[src/rtl/bloom_pkg.sv]
// =============================================================================
// bloom_pkg: row-layout constants, log2 helper and default row type for the
//            time-decaying Bloom filter memory.  Rev 1.0
// =============================================================================
`default_nettype none

package bloom_pkg;

  // Ceiling log2, never below 1 so that index fields always have a bit.
  function automatic int log2(input int n);
    int r;
    r = 1;
    for (int i = 1; i < 31; i++) begin
      if ((1 << i) < n) r = i + 1;
    end
    return r;
  endfunction

  // Row layout is {bloom, bucket, loop} with loop at the bottom.
  function automatic int bucket_lsb(input int loop_w);
    return loop_w;
  endfunction

  function automatic int bloom_lsb(input int loop_w, input int bidx_w);
    return loop_w + bidx_w;
  endfunction

  localparam int DEF_NUM_BUCKETS = 12;
  localparam int DEF_BUCKET_SZ   = 4;
  localparam int DEF_LOOP_W      = 12;
  localparam int DEF_BIDX_W      = log2(DEF_NUM_BUCKETS);
  localparam int DEF_BLOOM_W     = DEF_NUM_BUCKETS * DEF_BUCKET_SZ;
  localparam int DEF_DATA_WIDTH  = DEF_BLOOM_W + DEF_BIDX_W + DEF_LOOP_W;

  typedef struct packed {
    logic [DEF_BLOOM_W-1:0] bloom;
    logic [DEF_BIDX_W-1:0]  bucket;
    logic [DEF_LOOP_W-1:0]  loop;
  } row_t;

endpackage

`default_nettype wire

[src/rtl/bloom_age_shift.sv]
// =============================================================================
// bloom_age_shift: bucket-granular right shift with clear and saturating
//                  increment of the newest (top) bucket.  Rev 1.0
// =============================================================================
`default_nettype none

module bloom_age_shift
  import bloom_pkg::*;
#(
  parameter int NUM_BUCKETS = DEF_NUM_BUCKETS,
  parameter int BUCKET_SZ   = DEF_BUCKET_SZ,
  parameter int EW          = log2(NUM_BUCKETS) + 1,
  parameter int BLOOM_W     = NUM_BUCKETS * BUCKET_SZ
)(
  input  logic [BLOOM_W-1:0] bloom_in,
  input  logic [EW-1:0]      elapsed,
  input  logic               clear,
  input  logic               insert,
  output logic [BLOOM_W-1:0] bloom_out
);

  logic [BLOOM_W-1:0]   aged;
  logic [BUCKET_SZ-1:0] top;

  // One constant shift per possible elapsed count, selected by a mux.
  always_comb begin
    aged = '0;
    if (!clear) begin
      for (int k = 0; k < NUM_BUCKETS; k++) begin
        if (elapsed == EW'(k)) aged = bloom_in >> (k * BUCKET_SZ);
      end
    end
  end

  always_comb begin
    top       = aged[BLOOM_W-1 -: BUCKET_SZ];
    bloom_out = aged;
    if (insert && (top != {BUCKET_SZ{1'b1}})) begin
      bloom_out[BLOOM_W-1 -: BUCKET_SZ] = top + 1'b1;
    end
  end

endmodule

`default_nettype wire

[src/rtl/atualiza_linha_pipe.sv]
// =============================================================================
// atualiza_linha_pipe: two-stage row-ageing engine between the filter RAM
//                      read port and its write-back path.  Rev 1.0
// =============================================================================
`default_nettype none

module atualiza_linha_pipe
  import bloom_pkg::*;
#(
  parameter int NUM_BUCKETS = DEF_NUM_BUCKETS,
  parameter int BUCKET_SZ   = DEF_BUCKET_SZ,
  parameter int LOOP_W      = DEF_LOOP_W,
  parameter int BIDX_W      = log2(NUM_BUCKETS),
  parameter int BLOOM_W     = NUM_BUCKETS * BUCKET_SZ,
  parameter int DATA_WIDTH  = BLOOM_W + BIDX_W + LOOP_W,
  parameter bit WRAP_EN     = 1'b1,
  parameter int CNT_W       = 16
)(
  input  logic                  clk,
  input  logic                  reset_n,
  input  logic [DATA_WIDTH-1:0] in_data,
  input  logic                  in_insert,
  input  logic [BIDX_W-1:0]     in_bucket,
  input  logic [LOOP_W-1:0]     in_loop,
  input  logic                  in_vld,
  output logic                  in_rdy,
  output logic [DATA_WIDTH-1:0] out_data,
  output logic                  out_err,
  output logic                  out_vld,
  input  logic                  out_rdy,
  output logic [CNT_W-1:0]      err_cnt,
  output logic [CNT_W-1:0]      clr_cnt,
  input  logic                  clr_stats
);

  localparam int            EW      = BIDX_W + 1;
  localparam int            BKT_LSB = bucket_lsb(LOOP_W);
  localparam int            BLM_LSB = bloom_lsb(LOOP_W, BIDX_W);
  localparam logic [EW-1:0] NB      = EW'(NUM_BUCKETS);

  logic [BLOOM_W-1:0] row_bloom;
  logic [BIDX_W-1:0]  row_bkt;
  logic [LOOP_W-1:0]  row_loop;
  logic [LOOP_W-1:0]  loop_diff;
  logic [EW-1:0]      elapsed;
  logic               row_clr;
  logic               row_err;

  assign row_bloom = in_data[BLM_LSB +: BLOOM_W];
  assign row_bkt   = in_data[BKT_LSB +: BIDX_W];
  assign row_loop  = in_data[LOOP_W-1:0];
  assign loop_diff = in_loop - row_loop;

  // Elapsed buckets only need the same-loop and next-loop cases; any larger
  // loop gap has expired every bucket, so no multiply by NUM_BUCKETS.
  always_comb begin
    elapsed = '0;
    row_clr = 1'b0;
    row_err = 1'b0;
    if (({1'b0, row_bkt} >= NB) || ({1'b0, in_bucket} >= NB)) row_err = 1'b1;
    if (!WRAP_EN && (row_loop > in_loop)) row_err = 1'b1;
    if (loop_diff == '0) begin
      if (in_bucket < row_bkt) row_err = 1'b1;
      elapsed = {1'b0, in_bucket} - {1'b0, row_bkt};
    end else if (loop_diff == LOOP_W'(1)) begin
      elapsed = NB - {1'b0, row_bkt} + {1'b0, in_bucket};
    end else begin
      row_clr = 1'b1;
    end
    if (elapsed >= NB) row_clr = 1'b1;
  end

  logic s1_vld, s1_en, s2_en;
  logic [DATA_WIDTH-1:0] s1_data;
  logic [BIDX_W-1:0]     s1_bucket;
  logic [LOOP_W-1:0]     s1_loop;
  logic [EW-1:0]         s1_elapsed;
  logic                  s1_clr, s1_err, s1_ins;

  assign s2_en  = !out_vld || out_rdy;
  assign s1_en  = !s1_vld || s2_en;
  assign in_rdy = s1_en;

  always_ff @(posedge clk or negedge reset_n) begin
    if (!reset_n) begin
      s1_vld     <= 1'b0;
      s1_data    <= '0;
      s1_bucket  <= '0;
      s1_loop    <= '0;
      s1_elapsed <= '0;
      s1_clr     <= 1'b0;
      s1_err     <= 1'b0;
      s1_ins     <= 1'b0;
    end else if (s1_en) begin
      s1_vld <= in_vld;
      if (in_vld) begin
        s1_data    <= in_data;
        s1_bucket  <= in_bucket;
        s1_loop    <= in_loop;
        s1_elapsed <= elapsed;
        s1_clr     <= row_clr;
        s1_err     <= row_err;
        s1_ins     <= in_insert;
      end
    end
  end

  logic [BLOOM_W-1:0] aged_bloom;
  logic               out_clr;

  bloom_age_shift #(
    .NUM_BUCKETS (NUM_BUCKETS),
    .BUCKET_SZ   (BUCKET_SZ),
    .EW          (EW),
    .BLOOM_W     (BLOOM_W)
  ) u_age_shift (
    .bloom_in  (s1_data[BLM_LSB +: BLOOM_W]),
    .elapsed   (s1_elapsed),
    .clear     (s1_clr),
    .insert    (s1_ins),
    .bloom_out (aged_bloom)
  );

  // Error rows are written back untouched, so no insert leaks into them.
  always_ff @(posedge clk or negedge reset_n) begin
    if (!reset_n) begin
      out_vld  <= 1'b0;
      out_data <= '0;
      out_err  <= 1'b0;
      out_clr  <= 1'b0;
    end else if (s2_en) begin
      out_vld <= s1_vld;
      if (s1_vld) begin
        out_data <= s1_err ? s1_data : {aged_bloom, s1_bucket, s1_loop};
        out_err  <= s1_err;
        out_clr  <= s1_clr && !s1_err;
      end
    end
  end

  logic drain;
  assign drain = out_vld && out_rdy;

  always_ff @(posedge clk or negedge reset_n) begin
    if (!reset_n) begin
      err_cnt <= '0;
      clr_cnt <= '0;
    end else if (clr_stats) begin
      err_cnt <= '0;
      clr_cnt <= '0;
    end else if (drain) begin
      if (out_err && (err_cnt != {CNT_W{1'b1}})) err_cnt <= err_cnt + 1'b1;
      if (out_clr && (clr_cnt != {CNT_W{1'b1}})) clr_cnt <= clr_cnt + 1'b1;
    end
  end

  logic unused_ok;
  assign unused_ok = ^row_bloom;

endmodule

`default_nettype wire
[config.mk]
export PLATFORM = sky130hd
export DESIGN_NAME = atualiza_linha_pipe
export DESIGN_NICKNAME = d
export VERILOG_FILES = /design/src/rtl/bloom_pkg.sv /design/src/rtl/bloom_age_shift.sv /design/src/rtl/atualiza_linha_pipe.sv
export SDC_FILE = /design/constraint.sdc
export NUM_CORES = 1
export LEC_CHECK = 0
export BUFFER_PORTS_ARGS = -buffer_cell sky130_fd_sc_hd__buf_2
export CORE_MARGIN = 4
export CORE_UTILIZATION = 62
export DETAILED_ROUTE_END_ITERATION = 16
export PLACE_DENSITY_LB_ADDON = 0.08
export SLEW_MARGIN = 15
export SYNTH_ARGS = -nofsm -noshare
export SYNTH_HDL_FRONTEND = slang
export SYNTH_SLANG_ARGS = --single-unit
export TNS_END_PERCENT = 5
[constraint.sdc]
create_clock -name clk -period 3.8 [get_ports clk]
set_input_delay 0.19 -clock clk [delete_from_list [all_inputs] [get_ports clk]]
set_output_delay 0.19 -clock clk [all_outputs]
set_load 0.1 [all_outputs]
; Word-level counts from Yosys, hierarchy flattened
; Cells that the tools add are included.
[totals]
ff_bits = 188
input_bits = 86
elab_cells = 89
[classes]
n_addsub = 7
order_cmp = 4
eq_ne = 15
mux = 29
reduce_logical = 20
[op_table]
columns = operator, n
row1 = two-way mux 48 bit, 13
row2 = two-way mux 16 bit, 6
row3 = two-way mux 64 bit, 1
row4 = adder 16 x 1 -> 16 bit (second input constant), 2
row5 = != test 16 bit (second input constant), 2
row6 = == test 5 x 3 -> 1 bit (second input constant), 4
row7 = == test 5 x 4 -> 1 bit (second input constant), 4
row8 = == test 12 x 1 -> 1 bit (second input constant), 1
row9 = zero test 12 bit, 1
row10 = subtractor 12 bit, 1
row11 = == test 5 x 2 -> 1 bit (second input constant), 2
row12 = two-way mux 5 bit, 2
row13 = >= comparator 4 bit (second input constant), 2
row14 = AND reduction 2 bit, 4
row15 = two-way mux 1 bit, 6
row16 = nonzero test 2 bit, 3
row17 = adder 5 x 4 -> 5 bit, 1
row18 = == test 5 x 1 -> 1 bit (second input constant), 1
row19 = >= comparator 5 x 4 -> 1 bit (second input constant), 1
row20 = logical AND 1 bit, 5
row21 = zero test 5 bit, 1
row22 = subtractor 4 x 4 -> 5 bit, 1
row23 = subtractor 4 x 4 -> 5 bit (first input constant), 1
row24 = adder 4 x 1 -> 4 bit (second input constant), 1
row25 = other kinds (5), 9

; Longest topological paths before layout
[logic_depth]
depth_word = 18
ltp_mapped = 11

; Hierarchy
; From an unflattened synthesis, not the netlist that was laid out.
[hier_totals]
hier_cells = 1252
hier_area_um2 = 11731.3
[by_module_without_submodules]
columns = module, n_inst, cells_per_inst, area_per_inst_um2
row1 = atualiza_linha_pipe, 1, 805, 8854.7
row2 = bloom_age_shift, 1, 447, 2876.5

; Worst setup path before layout
; Ideal clock, no wire load.
[synth_timing]
path_kind = flip-flop to flip-flop
from = register out_vld
to = register s1_data[0]
arrival_time_ns = 3.322
slack_ns = 0.354
stages_incl_launch_ff = 5
path_buffers = 1
path_cell_list = dfrtp_1 -> nand3b_1 -> nand2_1 -> clkbuf_1 -> mux2_2
[synth_between]
elab_chain_len = 4
[synth_rtl]
columns = element, line_no
row1 = from (decl), atualiza_linha_pipe.sv:29  ; output logic out_vld,
row2 = from (signal assigned), atualiza_linha_pipe.sv:132  ; out_vld <= s1_vld;
row3 = zero test 1 bit, atualiza_linha_pipe.sv:80  ; assign s2_en = !out_vld || out_rdy;
row4 = logical OR 1 bit, atualiza_linha_pipe.sv:80
row5 = logical OR 1 bit, atualiza_linha_pipe.sv:81  ; assign s1_en = !s1_vld || s2_en;
row6 = named net in_rdy, atualiza_linha_pipe.sv:26  ; output logic in_rdy,
row7 = AND reduction 2 bit (no line), -
row8 = to (signal assigned), atualiza_linha_pipe.sv:97  ; s1_data <= in_data;
row9 = to (decl), atualiza_linha_pipe.sv:74  ; logic [DATA_WIDTH-1:0] s1_data;
; The timed path passes the listed nets, and every way through them passes these cells.
; A chain may end at the register's enable or synchronous reset.

; Worst setup path in the final report
[layout_timing]
from = register s1_elapsed[0]
to = register out_data[25]
[layout_between]
elab_chain_len = 15
[layout_rtl]
columns = element, line_no
row1 = from (decl), atualiza_linha_pipe.sv:77  ; logic [EW-1:0] s1_elapsed;
row2 = from (signal assigned), atualiza_linha_pipe.sv:100  ; s1_elapsed <= elapsed;
row3 = zero test 5 bit, bloom_age_shift.sv:30  ; if (elapsed == EW'(k)) aged = bloom_in >> (k * BUCKET_SZ);
row4 = two-way mux 48 bit (11 in series), bloom_age_shift.sv:30
row5 = two-way mux 48 bit *, bloom_age_shift.sv:30
row6 = two-way mux 48 bit *, bloom_age_shift.sv:28  ; if (!clear) begin
row7 = two-way mux 64 bit *, atualiza_linha_pipe.sv:134  ; out_data <= s1_err ? s1_data : {aged_bloom, s1_bucket, s1_loop};
row8 = to (signal assigned), atualiza_linha_pipe.sv:134
row9 = to (decl), atualiza_linha_pipe.sv:27  ; output logic [DATA_WIDTH-1:0] out_data,
; Mark *: on every way between the ends. The rest lies on a longest branch, timed or not.

==> results.yml <==
clock_tree:
  insertion_delay_ns: 0.44
  cts_tree: "yes"
  cts.repair.resized: 0
  clk_pin_slew_ns: 0.07
  cts_hold_repair.buffers: 50
  cts_made_buffers: 17
  htreeDepth: 4
  cts-root-buf: "clkbuf_16"
  cts.sinks: 188
  cts_setup_buffers: 0
  clockBufferDepth: 2
floorplan:
  fp.dieH_um: 140
  core_sq_um: 17200
  die_area_sq_um: 19700
  die_x_um: 140
  core.rowCount: 48
  initial_core_util_pct: 63.0
  pin_count: 185
routing:
  wire_per_inst_um: 20.9
  vias_per_cell: 6.34
  routed_wl_um: 33000
  ant_nets: 0
  drt_pass1_iterations: 6
  drc_errors: 0
  drtIter0Drc: 1353
  vias: 10000
sta:
  fin_skew_ns: 0.0155
  max-slew-margin-rel_pct: 40.1
  period_share_pct: 70.1
  worst_pin_slew_ns: 0.895
  hold_viol: 0
  rsz0062_at_grt: "no"
  period_needed_ns: 2.66
  fmax_mhz: 375
  setup_viol: 0
  drv_slew: 0
  fin_setup_tns_ns: 0
  whs_ns: 0.0114
  worst_slack_ns: 1.14
global_route:
  antenna_found_initial: 0
  grt_max_degree: 91
  grt.total_usage_pct: 33.7
  grt_pass1_wl_um: 52900
  overflow: 0
  grt_pass1_vias: 9657
setup_path:
  worst_ep_arrival_time_ns: 3.03
  end_kind: "flip-flop"
  cp-start-kind: "flip-flop"
  slowest_delay_ns: 0.64
  crit_slowest_cell: "dfrtp_2"
  cp_max_fo: 27
  crit_family: "simple AND/OR/NAND/NOR gates"
  crit_path_cell_trace: "buf_4 > nand2b_1 > nor2_4 > a222oi_1 > nand2_1 > o21ai_0 > o311ai_1 > a221o_1"
  worstSetupPathType: "flip-flop to flip-flop"
  timing.critical_path.buf_inv: 1
  worst-r2r-setup-slack_ns: 1.14
  crit_required_ns: 4.17
logic_synthesis:
  syn-cell-area_sq_um: 10900
  synth-async-reset-ratio_pct: 100
  yosys_warnings: 0
  avgSynthCellArea_sq_um: 9.45
  synth_common_cells: "dfrtp_1 (188), nor2_1 (123), nand2_1 (116)"
  netlist_instances: 1149
  synth_cell_types: 71
  synth-seq-area-share_pct: 43.3
  syn_nets: 1262
  yosys-top-cells-area: "dfrtp_1 (43%), mux2_2 (6.8%), mux2i_1 (4.4%)"
  synth_area_leader_cell: "dfrtp_1"
  synth_top_area_share_pct: 43.3
  synth_most_common_cell: "dfrtp_1"
  synth-main-ff-cell: "dfrtp_1"
  synth_edf_count: 0
  ys_seq_elements: 188
place:
  pre_cts_slack_ns: 1.19
  dp.cells: 1495
  placed_cell_area_sq_um: 11900
  gp_routability_congestion: 0.995
  port-buffer-count: 184
  dpl.hpwl_um: 22100
finish:
  drive_gt1_share_pct: 23.9
  fin_cells: 1578
  utilization_pct: 75.2
  area_delta_synth_final_pct: 19.5
  finalNetCount: 1453
  postLayoutCellArea_sq_um: 13000
  antenna_cells: 0
pwr:
  power.density_nw_per_um2: 516
  p_leak_nw: 5.92
  power.total_mw: 6.69
  ir_drop_mv: 0.498
worst_hold_path:
  hold_path.class: "input port to flip-flop"
flow_run:
  drv_cap: 0
run_status:
  status: "completed"
## kinds of logic after synthesis
family,Yosys count,share of synthesized area [%]
and+or+nand+nor,376,16.6
AOI/OAI and AO/OA,297,17.8
DFF,188,43.3
muxes,117,11.9
buffers and inverters,111,4.24
xor gates and xnor gates,33,2.66
adders and majority gates,27,3.39
## worst paths after layout
path                                end  cells past startpoint     startpoint
max                        out_data[25]                      8  s1_elapsed[0]
min                          s1_data[0]                      2     in_data[0]
max reg2reg                out_data[25]                      8  s1_elapsed[0]
min reg2reg                 out_data[6]                      2    out_data[6]
max in group asynchronous   s1_data[50]                      3        reset_n
min in group asynchronous    err_cnt[5]                      2        reset_n
## worst reg2reg max path, cell delays in order (launching register included)
cell,delay [ns]
dfrtp_2,0.64
buf_4,0.42
nand2b_1,0.27
nor2_4,0.51
a222oi_1,0.22
nand2_1,0.10
o21ai_0,0.09
o311ai_1,0.14
a221o_1,0.23
## routing by layer
layer | vias up | share of wire [%] | track usage, %
li1 | 4560 | - | -
met5 | - | 0 | 0
met2 | 565 | 45 | 50.8
met3 | 74 | 9.8 | 7.72
met4 | 0 | 2.8 | 10.2
met1 | 4803 | 43 | 48.9
## report_power, final
group,switching (mW),internal [mW]
registers,0.351,2.27
clock network,0.796,1.01
logic,1.70,0.555
## cell type report
cell class / count / area, sq um
Clock buffer: 20 / 457
Multi-Input combinational cell: 850 / 5700
Sequential cell: 188 / 4710
Tap cell: 225 / 282
Clock inverter: 12 / 138
Timing Repair Buffer: 250 / 1560
Inverter: 33 / 124
Fill cell: 1266 / 4270
## registers in the layout, summed over array words and instances, names as in the netlist
name and flops:
clr_cnt 16, s1_ins 1, s1_clr 1, s1_elapsed 5
err_cnt 16, s1_data 64, s1_loop 12, s1_bucket 4
out_clr 1, out_err 1, s1_vld 1, s1_err 1
out_data 64, out_vld 1
## placed cells by master (no fill, tap or decap), types with 18 or more instances in the layout
cell type | synthesis | layout
dlygate4sd3_1 | 0 | 51
inv_1 | 33 | 33
buf_2 | 17 | 183
xor2_1 | 18 | 18
o22ai_1 | 29 | 29
mux2_2 | 66 | 66
a21oi_1 | 71 | 71
o21ai_0 | 69 | 69
ha_1 | 23 | 23
nand2_1 | 116 | 114
mux2i_1 | 48 | 48
a22oi_1 | 21 | 21
nor2_1 | 123 | 123
nand3_1 | 29 | 29
dfrtp_1 | 188 | 185
Note: power is estimated with default switching activity, not from simulation.
